`config.mk`:
```
export PLATFORM = sky130hd
export DESIGN_NAME = pipe_ctrl_flat
export DESIGN_NICKNAME = d
export VERILOG_FILES = /design/src/rtl/pipe_ctrl_if.sv /design/src/rtl/pipe_ctrl.sv /design/src/flat_wrapper.sv
export SDC_FILE = /design/constraint.sdc
export NUM_CORES = 1
export LEC_CHECK = 0
export ABC_CLOCK_PERIOD_IN_PS = 2400
export CORE_MARGIN = 2
export CORE_UTILIZATION = 52
export CTS_CLUSTER_DIAMETER = 50
export DETAILED_ROUTE_END_ITERATION = 16
export PLACE_DENSITY = 0.79
export SETUP_SLACK_MARGIN = 0.4
export SYNTH_ARGS = -nofsm -noshare
export SYNTH_HDL_FRONTEND = slang
export SYNTH_SLANG_ARGS = --single-unit
```
`constraint.sdc`:
```
create_clock -name clk -period 2.4 [get_ports clk]
set_input_delay 0.48 -clock clk [delete_from_list [all_inputs] [get_ports clk]]
set_output_delay 0.48 -clock clk [all_outputs]
set_load 0.02 [all_outputs]
```
`src/rtl/pipe_ctrl_if.sv`:
```
`default_nettype none
// ==========================================================================
// pipe_ctrl_if : request inputs and pipeline-register controls of pipe_ctrl
// Revision     : 1.0
// ==========================================================================
interface pipe_ctrl_if #(
  parameter int CNT_W = 16
);
  logic             hz_stall;
  logic             br_taken;
  logic             dmem_req;
  logic             dmem_ready;
  logic             imem_ready;
  logic             pc_write;
  logic             if_id_write;
  logic             if_id_flush;
  logic             id_ex_write;
  logic             id_ex_bubble;
  logic             ex_mem_write;
  logic             mem_err;
  logic [CNT_W-1:0] stall_cnt;
  logic [1:0]       state;

  modport master (
    output hz_stall, br_taken, dmem_req, dmem_ready, imem_ready,
    input  pc_write, if_id_write, if_id_flush, id_ex_write, id_ex_bubble,
           ex_mem_write, mem_err, stall_cnt, state
  );

  modport slave (
    input  hz_stall, br_taken, dmem_req, dmem_ready, imem_ready,
    output pc_write, if_id_write, if_id_flush, id_ex_write, id_ex_bubble,
           ex_mem_write, mem_err, stall_cnt, state
  );
endinterface
`default_nettype wire

```
`src/rtl/pipe_ctrl.sv`:
```
`default_nettype none
// ==========================================================================
// pipe_ctrl : stall/flush sequencer for the 5-stage pipeline
// Revision  : 1.0
// ==========================================================================
module pipe_ctrl #(
  parameter int BR_FLUSH_CYC = 1,
  parameter int MEM_TIMEOUT  = 64,
  parameter int CNT_W        = 16
) (
  input  logic       clk,
  input  logic       rst_n,
  pipe_ctrl_if.slave bus
);

  typedef enum logic [1:0] {
    RUN      = 2'd0,
    MEM_WAIT = 2'd1,
    FLUSH    = 2'd2,
    ERR      = 2'd3
  } state_t;

  localparam logic [3:0] C_FL_RELOAD = 4'(BR_FLUSH_CYC - 1);
  localparam logic [7:0] C_WAIT_LAST = 8'(MEM_TIMEOUT - 1);
  localparam bit         C_USE_FLUSH = (BR_FLUSH_CYC > 1);

  state_t           r_state, w_state_nxt;
  logic [7:0]       r_wait_cnt, w_wait_nxt;
  logic [3:0]       r_fl_cnt, w_fl_nxt;
  logic             r_mem_err, w_mem_err_nxt;
  logic [CNT_W-1:0] r_stall_cnt;

  logic w_pc, w_ifw, w_ifl, w_idw, w_idb, w_exw;
  logic w_freeze, w_run_rules;

  assign w_freeze = bus.dmem_req & ~bus.dmem_ready;

  always_ff @(posedge clk or negedge rst_n) begin
    if (!rst_n) begin
      r_state     <= RUN;
      r_wait_cnt  <= 8'd0;
      r_fl_cnt    <= 4'd0;
      r_mem_err   <= 1'b0;
      r_stall_cnt <= '0;
    end else begin
      r_state    <= w_state_nxt;
      r_wait_cnt <= w_wait_nxt;
      r_fl_cnt   <= w_fl_nxt;
      r_mem_err  <= w_mem_err_nxt;
      if (!w_pc && (r_stall_cnt != {CNT_W{1'b1}}))
        r_stall_cnt <= r_stall_cnt + 1'b1;
    end
  end

  always_comb begin
    w_state_nxt   = r_state;
    w_wait_nxt    = r_wait_cnt;
    w_fl_nxt      = r_fl_cnt;
    w_mem_err_nxt = r_mem_err;
    w_pc          = 1'b1;
    w_ifw         = 1'b1;
    w_ifl         = 1'b0;
    w_idw         = 1'b1;
    w_idb         = 1'b0;
    w_exw         = 1'b1;
    w_run_rules   = 1'b0;

    case (r_state)
      RUN: begin
        if (w_freeze) begin
          {w_pc, w_ifw, w_idw, w_exw} = 4'b0000;
          w_state_nxt = MEM_WAIT;
          w_wait_nxt  = 8'd1;
        end else begin
          w_run_rules = 1'b1;
        end
      end
      MEM_WAIT: begin
        if (!bus.dmem_ready) begin
          {w_pc, w_ifw, w_idw, w_exw} = 4'b0000;
          if (r_wait_cnt == C_WAIT_LAST) begin
            w_state_nxt   = ERR;
            w_mem_err_nxt = 1'b1;
          end else begin
            w_wait_nxt = r_wait_cnt + 8'd1;
          end
        end else begin
          // Release cycle: whatever was held in EX resolves now
          w_state_nxt = RUN;
          w_run_rules = 1'b1;
        end
      end
      FLUSH: begin
        if (w_freeze) begin
          {w_pc, w_ifw, w_idw, w_exw} = 4'b0000;
        end else if (bus.br_taken) begin
          w_ifl    = 1'b1;
          w_idb    = 1'b1;
          w_fl_nxt = C_FL_RELOAD;
        end else begin
          w_ifl = 1'b1;
          w_pc  = bus.imem_ready;
          if (r_fl_cnt == 4'd1) w_state_nxt = RUN;
          else                  w_fl_nxt    = r_fl_cnt - 4'd1;
        end
      end
      default: begin
        {w_pc, w_ifw, w_idw, w_exw} = 4'b0000;
      end
    endcase

    if (w_run_rules) begin
      if (bus.br_taken) begin
        w_ifl = 1'b1;
        w_idb = 1'b1;
        if (C_USE_FLUSH) begin
          w_state_nxt = FLUSH;
          w_fl_nxt    = C_FL_RELOAD;
        end
      end else if (bus.hz_stall) begin
        w_pc  = 1'b0;
        w_ifw = 1'b0;
        w_idb = 1'b1;
      end else if (!bus.imem_ready) begin
        w_pc  = 1'b0;
        w_ifl = 1'b1;
      end
    end
  end

  assign bus.pc_write     = rst_n & w_pc;
  assign bus.if_id_write  = rst_n & w_ifw;
  assign bus.if_id_flush  = rst_n & w_ifl;
  assign bus.id_ex_write  = rst_n & w_idw;
  assign bus.id_ex_bubble = rst_n & w_idb;
  assign bus.ex_mem_write = rst_n & w_exw;
  assign bus.mem_err      = r_mem_err;
  assign bus.stall_cnt    = r_stall_cnt;
  assign bus.state        = r_state;

endmodule
`default_nettype wire
```
`src/flat_wrapper.sv`:
```
// flat-port wrapper written by rule: the top's interface ports become plain ports
module pipe_ctrl_flat 
#(
  parameter int BR_FLUSH_CYC = 1,
  parameter int MEM_TIMEOUT  = 64,
  parameter int CNT_W        = 16
)
  (clk, rst_n, bus_hz_stall, bus_br_taken, bus_dmem_req, bus_dmem_ready, bus_imem_ready, bus_pc_write, bus_if_id_write, bus_if_id_flush, bus_id_ex_write, bus_id_ex_bubble, bus_ex_mem_write, bus_mem_err, bus_stall_cnt, bus_state);
  pipe_ctrl_if #(.CNT_W(CNT_W)) bus_i ();
  input  logic clk;
  input  logic rst_n;
  input wire logic [$bits(bus_i.hz_stall)-1:0] bus_hz_stall;
  input wire logic [$bits(bus_i.br_taken)-1:0] bus_br_taken;
  input wire logic [$bits(bus_i.dmem_req)-1:0] bus_dmem_req;
  input wire logic [$bits(bus_i.dmem_ready)-1:0] bus_dmem_ready;
  input wire logic [$bits(bus_i.imem_ready)-1:0] bus_imem_ready;
  output wire logic [$bits(bus_i.pc_write)-1:0] bus_pc_write;
  output wire logic [$bits(bus_i.if_id_write)-1:0] bus_if_id_write;
  output wire logic [$bits(bus_i.if_id_flush)-1:0] bus_if_id_flush;
  output wire logic [$bits(bus_i.id_ex_write)-1:0] bus_id_ex_write;
  output wire logic [$bits(bus_i.id_ex_bubble)-1:0] bus_id_ex_bubble;
  output wire logic [$bits(bus_i.ex_mem_write)-1:0] bus_ex_mem_write;
  output wire logic [$bits(bus_i.mem_err)-1:0] bus_mem_err;
  output wire logic [$bits(bus_i.stall_cnt)-1:0] bus_stall_cnt;
  output wire logic [$bits(bus_i.state)-1:0] bus_state;
  assign bus_i.hz_stall = bus_hz_stall;
  assign bus_i.br_taken = bus_br_taken;
  assign bus_i.dmem_req = bus_dmem_req;
  assign bus_i.dmem_ready = bus_dmem_ready;
  assign bus_i.imem_ready = bus_imem_ready;
  assign bus_pc_write = bus_i.pc_write;
  assign bus_if_id_write = bus_i.if_id_write;
  assign bus_if_id_flush = bus_i.if_id_flush;
  assign bus_id_ex_write = bus_i.id_ex_write;
  assign bus_id_ex_bubble = bus_i.id_ex_bubble;
  assign bus_ex_mem_write = bus_i.ex_mem_write;
  assign bus_mem_err = bus_i.mem_err;
  assign bus_stall_cnt = bus_i.stall_cnt;
  assign bus_state = bus_i.state;
  pipe_ctrl #(.BR_FLUSH_CYC(BR_FLUSH_CYC), .MEM_TIMEOUT(MEM_TIMEOUT), .CNT_W(CNT_W)) u_core (.clk(clk), .rst_n(rst_n), .bus(bus_i));
endmodule
```
==> summary.md, run 1 <==
| Metric | Value |
|---|---|
| Status | complete, no violations |
| LEAKAGE | between 0.9 and 1 nW |
| CP Buf/Inv Count | 1 |
| Maximum clock path buffer count | 2 |
| Fraction of layout cells with a size suffix above 1 | 22.6% |
| Final setup fails | 0 |
| CORE AREA | 3310 sq um |
| Final Cycle Share | 85.4% |
| Die area | 3910 sq um |
| VDD IR max | around 0.0006 V |
| Placed Area | approximately 2200 sq um |
| Drt pass-1 iters | 4 |
| Seq cells post-synth | 31 |
| DR WL/cell | around 15 microns |
| Class of the worst hold path | in2async |
| DPL Wire Length | 3100 microns |
| Leading area contributor after synthesis | dfrtp_1 |
| Vias in the first global route | 1,585 |
| ANT cells | 0 |
| RSZ-0062 raised after global routing | true |
| Width of the die | about 63 microns |
| Die height | 62.5 microns |
| Hold_ws | 0.383 ns |
| M2 GR Usage | 42.1% |
| Initial DRC count | 99 |
| Mapped Cells | roughly 190 |
| Vias | 1,617 |
| CP max stage delay | about 0.44 ns |
| Total CTS buffers | 5 |
| First-pass GRT wire length | 7430 microns |
| GR Util met3 | 5.23% |
| Final Max Tran Viols | 0 |
| H-tree depth | 2 |
| I/O pins | 32 |
| Crit path cell chain | nand2b_4 -> or2_2 -> o21ai_2 -> and2_1 -> buf_6 |
| Hold Vio Cnt, Final | 0 |
| R2r startpoint | u_core.bus.state[1] |
| Fmax | 488 MHz |
| Num Clock Sinks | 31 |
| Cell Area, Synth | 1780 sq um |
| P per Cell Area | 676 nW/um^2 |
| Register area share after synthesis | a little over two fifths |
| CP required | 1.92 ns |
| CTS tree | yes |
| Final min period | 2.05 ns |
| Worst-Margin Slew | a little under 0.6 ns |
| Drt via density | 5.75 |
| Number of max-cap violations | 0 |
| Post-synth top area share | 43.5% |
| GR Layer Usage met1 | 28.8% |
| Final setup skew | approximately 0.011 ns |
| Number of cell rows | 21 |
| Number of port buffers | 31 |
| Crit start category | flip-flop |
| Post-Syn Area per Cell | a little under 10 sq um |
| Max-slew headroom | 60.7% |
| Initial Util | 53.8% |
| Final ANT Viol Nets | 0 |
| Register clock-pin slew on the reported worst setup and hold paths | roughly 0.10 ns |
| Synth top area cells | dfrtp_1 44%, xnor2_1 4.4%, a21oi_1 3.4% |
| Final core utilization | 71.2% |
| Setup slack, reg-to-reg | 0.48 ns |
| Synth unique cells | 43 |
| NumNets Final | 246 |
| Crit-path max FO | 4 |
| Total Wirelength | 4180 microns |
| GR Util All Layers | 23.8% |
| Root buf cell | clkbuf_4 |
| CP delay by family, top | simple AND/OR/NAND/NOR gates |
| Gr busiest metal | met2 |
| Total grt overflow | 0 |
| Setup crit end kind | output port |
| GPL Wtd Cong | 0.803 |
| R2r endpoint | u_core.r_wait_cnt[7] |
| Drc violations | 0 |
| Ys Warns | 0 |
| Cell area after layout | 2360 sq um |
| Syn Nets | 196 |
| Pin count of the biggest net entering global routing | 18 |
| Area grow syn2layout | 32.4% |
| Worst reg2reg path depth | 4 |
| WP depth | 5 |
| Slowest-stage cell, CP | dfrtp_2 |
| Worst skew pair latency | about 0.34 ns |
| Crit Path Category | reg2out |
| WP data arrival | 1.57 ns |
| Initial antenna violation count | 0 |
stage by stage:
step	total power (W)	TNS (ns)	worst slack (ns)	instances
final	0.00159	0	0.351	281
after detailed placement	0.00119	-1.76	-0.382	271
after global placement	0.00117	-1.56	-0.364	271
after global routing	0.00169	0	0.263	281
after CTS	0.00159	0	0.344	280
after floorplan	0.000959	0	0.459	185
flip-flops by register name, summed over array words and instances (netlist names):
| signal | count |
|---|---|
| u_core.bus.stall_cnt | 16 |
| u_core.r_wait_cnt | 8 |
| u_core.r_fl_cnt | 4 |
| u_core.bus.state | 2 |
| u_core.bus.mem_err | 1 |
metal layers:
| metal | up-vias | wire length [microns] |
|---|---|---|
| li1 | 792 | - |
| met1 | 788 | 1780 |
| met2 | 32 | 2220 |
| met3 | 5 | 138 |
| met4 | 0 | 50 |
| met5 | - | 0 |
power breakdown:
part / internal, W / leakage (nW) / switching (W)
clock network: 0.000215 / 0.0383 / 0.000186
registers: 0.000600 / 0.369 / 0.0000988
logic: 0.000252 / 0.577 / 0.000242
cell families after synthesis:
logic type / share of synthesized area (%)
compound gates: 15.0
xor+xnor: 7.37
fa+ha+maj: 2.81
buf+inv: 3.09
flops: 43.5
mux: 1.83
simple gates: 26.4
Yosys cell counts:
cell type	instances
o2111ai_1	1
nor4b_2	1
clkbuf_1	5
nand3_1	9
buf_4	1
o21ai_0	12
o211ai_1	7
o21ai_1	1
and2_1	2
and4_1	6
nand3b_1	1
a21o_1	1
mux2i_1	1
or4_1	4
nand4b_1	1
nor3b_1	2
o2111ai_2	1
nor3_1	2
mux2_2	2
buf_2	2
or3_1	3
or2_2	2
nor2b_1	2
nor2_1	4
xor2_1	6
o2111a_1	1
nand2b_1	3
nand4_1	5
or3b_4	1
xnor2_1	9
or4_4	1
inv_1	5
nor2_2	1
nand2_1	14
o31ai_1	4
and3_1	5
dfrtp_1	31
ha_1	4
nor4b_1	1
a21oi_1	12
a2bb2oi_1	1
o21bai_1	1
nor4_1	7
what timing repair did:
| item | CTS | global route |
|---|---|---|
| hold buffers | 0 | 0 |
| setup buffers | 2 | 1 |
| endpoints found under the setup margin | 13 | 10 |
| gates resized for setup | 39 | 14 |
| pin swaps | 1 | 2 |
worst max path at each step:
stage,from,to
after CTS,u_core.bus.state[0],bus_if_id_flush
final,u_core.bus.state[0],bus_if_id_flush
after global placement,bus_dmem_req,bus_if_id_flush
after floorplan,u_core.bus.state[0],bus_id_ex_write
after detailed placement,bus_dmem_req,bus_if_id_flush
after global routing,u_core.bus.state[0],bus_if_id_flush
cell type report:
type                       instances  area [sq um]
tap                               46          57.6
clock buffer                       6          41.3
inverter                           5          18.8
clock inverter                     1          30.0
multi-input combinational        141           991
fill                             271           952
sequential                        31           779
timing repair buffer              51           440
cell usage in the layout, fill, tap and decap left out, drive strengths merged, types with 2 or more instances in the layout:
cell,instances
a21oi,12
and2,2
and3,5
and4,6
buf,26
clkbuf,6
clkdlybuf4s50,19
dfrtp,31
dlygate4sd2,5
ha,4
inv,5
mux2,2
nand2,14
nand2b,3
nand3,9
nand4,5
nor2,5
nor2b,2
nor3,2
nor3b,2
nor4,7
nor4b,2
o2111ai,2
o211ai,7
o21ai,13
o31ai,4
or2,2
or3,3
or4,5
xnor2,9
xor2,6
No activity file was read; power rests on OpenSTA's default activity.
==> run 2, diff against run 1 <==
CORE_UTILIZATION = 62   (was 52)
DONT_BUFFER_PORTS = 1   (was not set)
PLACE_DENSITY = 0.78   (was 0.79)
TNS_END_PERCENT = 20   (was not set)
==> summary.md, run 2 (synthesized netlist as in run 1, its figures left out) <==
| Metric | Value |
|---|---|
| Die height | 57.6 microns (-7.9%) |
| NumNets Final | 205 (-17%) |
| Initial antenna violation count | 0 (unchanged) |
| CTS tree | yes |
| Total CTS buffers | 5 (unchanged) |
| Crit path cell chain | or3b_4 -> o211ai_1 -> nor2_4 |
| LEAKAGE | 0.792 nW (-20%) |
| Number of max-cap violations | 0 (unchanged) |
| Final Max Tran Viols | 0 (unchanged) |
| Final setup fails | 0 (unchanged) |
| Setup crit end kind | output port |
| Most frequent cells in the layout | 29 x dfrtp_1, 13 x nand2_1, 11 x o21ai_0, 11 x a21oi_1, 9 x xnor2_1 |
| First-pass GRT wire length | 6320 microns (-15%) |
| GR Util All Layers | 25.0% (+1.2 points) |
| Area grow syn2layout | 11.2% |
| Worst skew pair latency | 0.32 ns (-0.02 ns) |
| Pin count of the biggest net entering global routing | 32 (+14) |
| Slowest-stage cell, CP | dfrtp_2 |
| Drt via density | 6.59 (+15%) |
| Final setup skew | 0.00845 ns (-0.00296 ns) |
| Placed Area | 1810 sq um (-19%) |
| DR WL/cell | 17.1 microns (+15%) |
| Total power | 0.00132 W (-17%) |
| CP delay by family, top | simple AND/OR/NAND/NOR gates |
| CP max stage delay | 0.47 ns (+0.03 ns) |
| Commonest non-fill, non-tap cell in the layout | dfrtp_1 |
| Worst reg2reg path depth | 6 (+2) |
| ANT cells | 0 (unchanged) |
| DPL Wire Length | 2590 microns (-16%) |
| Width of the die | 57.6 microns (-7.9%) |
| Root buf cell | clkbuf_4 |
| Number of cell rows | 19 (-9.5%) |
| Crit start category | flip-flop |
| Initial DRC count | 64 (-35%) |
| VDD IR max | 0.000669 V (+14%) |
| Hold Vio Cnt, Final | 0 (unchanged) |
| Pre-CTS setup slack | 0.494 ns (+0.876 ns) |
| Fmax | 507 MHz (+3.9%) |
| Maximum clock path buffer count | 2 (unchanged) |
| Drc violations | 0 (unchanged) |
| GPL Wtd Cong | 0.863 (+7.5%) |
| Final min period | 1.97 ns (-0.0770 ns) |
| RSZ-0062 raised after global routing | true |
| Register clock-pin slew on the reported worst setup and hold paths | 0.09 ns (about the same) |
| WP depth | 3 (-2) |
| Vias in the first global route | 1,444 (-8.9%) |
| Vias | 1,477 (-8.7%) |
| CORE AREA | 2730 sq um (-17%) |
| Final Cycle Share | 82.2% (-3.2 points) |
| Die area | 3320 sq um (-15%) |
| Crit Path Category | reg2out |
| WP data arrival | 1.49 ns (-0.08 ns) |
| Crit-path max FO | 6 (+2) |
| Setup WS post-layout | 0.427 ns (+0.0770 ns) |
| P per Cell Area | 665 nW/um^2 (-1.5%) |
| Total Wirelength | 3840 microns (-8.2%) |
| Total grt overflow | 0 (unchanged) |
| Total Neg Setup Slack | 0 ns (unchanged) |
| H-tree depth | 2 (unchanged) |
| Drt pass-1 iters | 4 (unchanged) |
| Number of port buffers | 0 (-100%) |
| Final ANT Viol Nets | 0 (unchanged) |
| CP required | 1.92 ns (about the same) |
| Max reg flops | 16 (unchanged) |
| Num Clock Sinks | 31 (unchanged) |
| CP Buf/Inv Count | 0 (-1) |
| Worst-Margin Slew | 0.638 ns (+0.0491 ns) |
| Cell area after layout | 1980 sq um (-16%) |
| Hold Path Cell Cnt | 1 |
| Fraction of layout cells with a size suffix above 1 | 18.7% (-3.9 points) |
| Status | complete, no violations |
| I/O pins | 32 (unchanged) |
| Class of the worst hold path | in2reg |
| Hold_ws | 0.231 ns (-0.152 ns) |
| Max-slew headroom | 57.4% (-3.3 points) |
| Initial Util | 65.2% (+11 points) |
[run 2: layout make-up]
cell class / count / area, sq um
multi-input cells: 141 / 1010
clock buffers: 6 / 41.3
repair buffers: 10 / 87.6
flip-flops and latches: 31 / 778
well taps: 31 / 38.8
inverters: 5 / 21.3
fillers: 207 / 753
[run 2: repair_timing]
item,4_1_cts,5_1_grt
pin swaps,1,1
hold buffers,2,0
gates resized for setup,10,11
endpoints found under the hold margin,31,0
setup endpoints to repair,6,9
buffers inserted,2,2
[run 2: where the power goes]
part,leakage (nW),switching (W),internal (W)
clock network,0.0242,0.000158,0.000104
logic,0.397,0.000145,0.000144
registers,0.371,0.000168,0.000598
[run 2: layer usage]
metal / routed length [microns] / global-route usage (%) / part of all wire, %
met1: 1500 / 27.4 / 39
met3: 214 / 7.94 / 5.6
met4: 79 / 12.0 / 2.1
met2: 2040 / 43.5 / 53
met5: 0 / 0 / 0
[run 2: final timing paths]
check	from	to	slack (ns)
max reg2reg	u_core.bus.state[0]	u_core.r_wait_cnt[7]	0.43
min reg2reg	u_core.r_fl_cnt[3]	u_core.r_fl_cnt[3]	0.55
max	u_core.bus.state[1]	bus_pc_write	0.43
min in group asynchronous	rst_n	u_core.bus.mem_err	0.60
min	bus_dmem_ready	u_core.bus.state[0]	0.23
max in group asynchronous	rst_n	u_core.bus.stall_cnt[13]	1.63
[run 2: per-stage QoR]
step           util (%)  std cells
2_1_floorplan         -        185
6_report           72.4        224
3_3_place_gp       66.4        212
4_1_cts            70.4        222
3_5_place_dp       66.4        212
5_1_grt            72.4        224
==> run 3, diff against run 2 <==
ABC_CLOCK_PERIOD_IN_PS = 1800   (was 2400)
CORE_UTILIZATION = 56   (was 62)
PLACE_DENSITY = 0.74   (was 0.78)
clock period = 1.8 ns   (was 2.4 ns; I/O delays follow)
==> summary.md, run 3 (synthesized netlist as in run 1, its figures left out) <==
| Metric | Value |
|---|---|
| Pin count of the biggest net entering global routing | 32 (unchanged) |
| Initial antenna violation count | 0 (unchanged) |
| Final ANT Viol Nets | 0 (unchanged) |
| Crit-path max FO | 4 (-2) |
| CP Buf/Inv Count | 2 (+2) |
| WP data arrival | 1.53 ns (+0.04 ns) |
| Hold Vio Cnt, Final | 0 (unchanged) |
| Commonest non-fill, non-tap cell in the layout | buf_4 |
| Register clock-pin slew on the reported worst setup and hold paths | 0.10 ns (about the same) |
| Violated checks | negative setup slack |
| GPL Wtd Cong | 0.863 (about the same) |
| First-pass GRT wire length | 7130 microns (+13%) |
| Vias | 1,646 (+11%) |
| Worst hold endpoint | u_core.r_fl_cnt[0] |
| Crit start category | flip-flop |
| WP depth | 5 (+2) |
| Non-filler cells, final | 266 (+19%) |
| Width of the die | 60.4 microns (+4.9%) |
| Crit path cell chain | buf_6 -> o21bai_4 -> nand3_4 -> nor2_2 -> buf_6 |
| Die area | 3650 sq um (+10%) |
| Pre-CTS setup slack | -0.00120 ns (-0.495 ns) |
| CORE AREA | 3030 sq um (+11%) |
| Class of the worst hold path | in2reg |
| DPL Wire Length | 2810 microns (+8.6%) |
| Crit Path Category | reg2out |
| Die height | 60.4 microns (+4.9%) |
| Total Neg Setup Slack | -0.300 ns (-0.300 ns) |
| CP required | 1.44 ns (-0.48 ns) |
| Worst reg2reg path depth | 7 (+1) |
| FF+latch area | 783 sq um (+0.64%) |
| NumNets Final | 232 (+13%) |
| Maximum clock path buffer count | 2 (unchanged) |
| VDD IR max | 0.000832 V (+24%) |
| Multi-input gate area in the final layout | 1250 sq um (+23%) |
| Drt via density | 6.19 (-6.2%) |
| Final setup skew | 0.0109 ns (+0.00248 ns) |
| Worst-Margin Slew | 0.674 ns (+0.0365 ns) |
| CP delay by family, top | flip-flops |
| Placed Area | 2090 sq um (+15%) |
| Total power | 0.00211 W (+60%) |
| Final Cycle Share | 105% |
| LEAKAGE | 0.983 nW (+24%) |
| I/O pins | 32 (unchanged) |
| Initial DRC count | 91 (+42%) |
| Area grow syn2layout | 40.0% |
| R2r startpoint | u_core.bus.state[0] |
| Worst skew pair latency | 0.34 ns (+0.02 ns) |
| Num Clock Sinks | 31 (unchanged) |
| CP max stage delay | 0.45 ns (-0.02 ns) |
| Fmax | 528 MHz |
| Drt pass-1 iters | 4 (unchanged) |
| Fraction of layout cells with a size suffix above 1 | 43.2% (+25 points) |
| CTS tree | yes |
| DR WL/cell | 17.2 microns (+0.18%) |
| Max reg flops | 16 (unchanged) |
| Hold wc startpoint | bus_br_taken |
| Total CTS buffers | 5 (unchanged) |
| Placed Cells | 247 (+17%) |
| Number of cell rows | 20 (+1) |
| Final Max Tran Viols | 0 (unchanged) |
| Status | finished, violations left |
| ANT cells | 0 (unchanged) |
| Slowest-stage cell, CP | dfrtp_2 |
| Initial Util | 58.8% (-6.3 points) |
| Drc violations | 0 (unchanged) |
| CP dominant cell by count | buf_6 |
| GR Util All Layers | 26.8% (+1.8 points) |
| Fillers | 182 (-12%) |
| H-tree depth | 2 (unchanged) |
| Final min period | around 1.9 ns |
| Hold Path Cell Cnt | 1 (unchanged) |
| Cell area after layout | 2490 sq um (+26%) |
| Number of port buffers | 0 (unchanged) |
| RSZ-0062 raised after global routing | true |
| Setup crit end kind | output port |
| P per Cell Area | 847 nW/um^2 (+27%) |
| R2r endpoint | u_core.bus.stall_cnt[1] |
| Number of max-cap violations | 0 (unchanged) |
| Setup WS post-layout | -0.0927 ns (-0.520 ns) |
| Setup slack, reg-to-reg | -0.03 ns (-0.46 ns) |
| Max-slew headroom | 55.0% (-2.4 points) |
| Most frequent cells in the layout | 29 x buf_4, 25 x dfrtp_1, 12 x nand2_1, 9 x xnor2_1 |
| Final setup fails | 7 (+7) |
| Total grt overflow | 0 (unchanged) |
| Total Wirelength | 4570 microns (+19%) |
| Root buf cell | clkbuf_4 |
| Vias in the first global route | 1,623 (+12%) |
-- run 3: worst max-delay path by stage --
stage	from	slack, ns	end
global placement	u_core.r_wait_cnt[1]	0.08	u_core.r_wait_cnt[7]
finish	u_core.bus.state[0]	-0.09	bus_pc_write
floorplan	u_core.bus.state[1]	0.07	u_core.r_wait_cnt[5]
detailed placement	u_core.r_wait_cnt[0]	-0.001	u_core.r_wait_cnt[7]
global route	u_core.bus.state[0]	-0.17	bus_if_id_flush
CTS	u_core.bus.state[1]	-0.07	bus_pc_write
-- run 3: area by class of cell --
type                       instances  share of cell area (%)
clock buffer                       8                    2.76
inverter                           5                   0.953
multi-input combinational        141                    50.1
sequential                        31                    31.4
tap                               44                    2.21
timing repair buffer              37                    12.6
-- run 3: layer usage --
metal | up-vias | track usage (%) | wire length (microns)
met5 | - | 0 | 0
met4 | 0 | 15.2 | 115
met2 | 55 | 42.9 | 2350
met3 | 15 | 9.59 | 258
met1 | 809 | 31.4 | 1840
li1 | 767 | - | -
-- run 3: power breakdown --
group	total (W)	leakage (nW)	internal [W]	switching [W]
logic	0.000735	0.577	0.000346	0.000389
clock network	0.000481	0.0386	0.000230	0.000251
registers	0.000898	0.367	0.000804	0.0000938
total	0.00211	0.983	0.00138	0.000733
-- run 3: what timing repair did --
item	in CTS	in global routing
endpoints found under the hold margin	31	0
pin swaps	18	21
resized for setup	28	28
endpoints found under the setup margin	36	38
hold buffers	2	0
buffers inserted	8	1
-- run 3: per-stage QoR --
| step | hold WS [ns] | util [%] |
|---|---|---|
| 3_5_place_dp | 0.0651 | 68.9 |
| 3_3_place_gp | 0.0653 | 68.9 |
| 4_1_cts | 0.0844 | 77.7 |
| 5_1_grt | 0.0719 | 82.4 |
| 6_report | 0.0896 | 82.4 |
| 2_1_floorplan | 0.0644 | - |
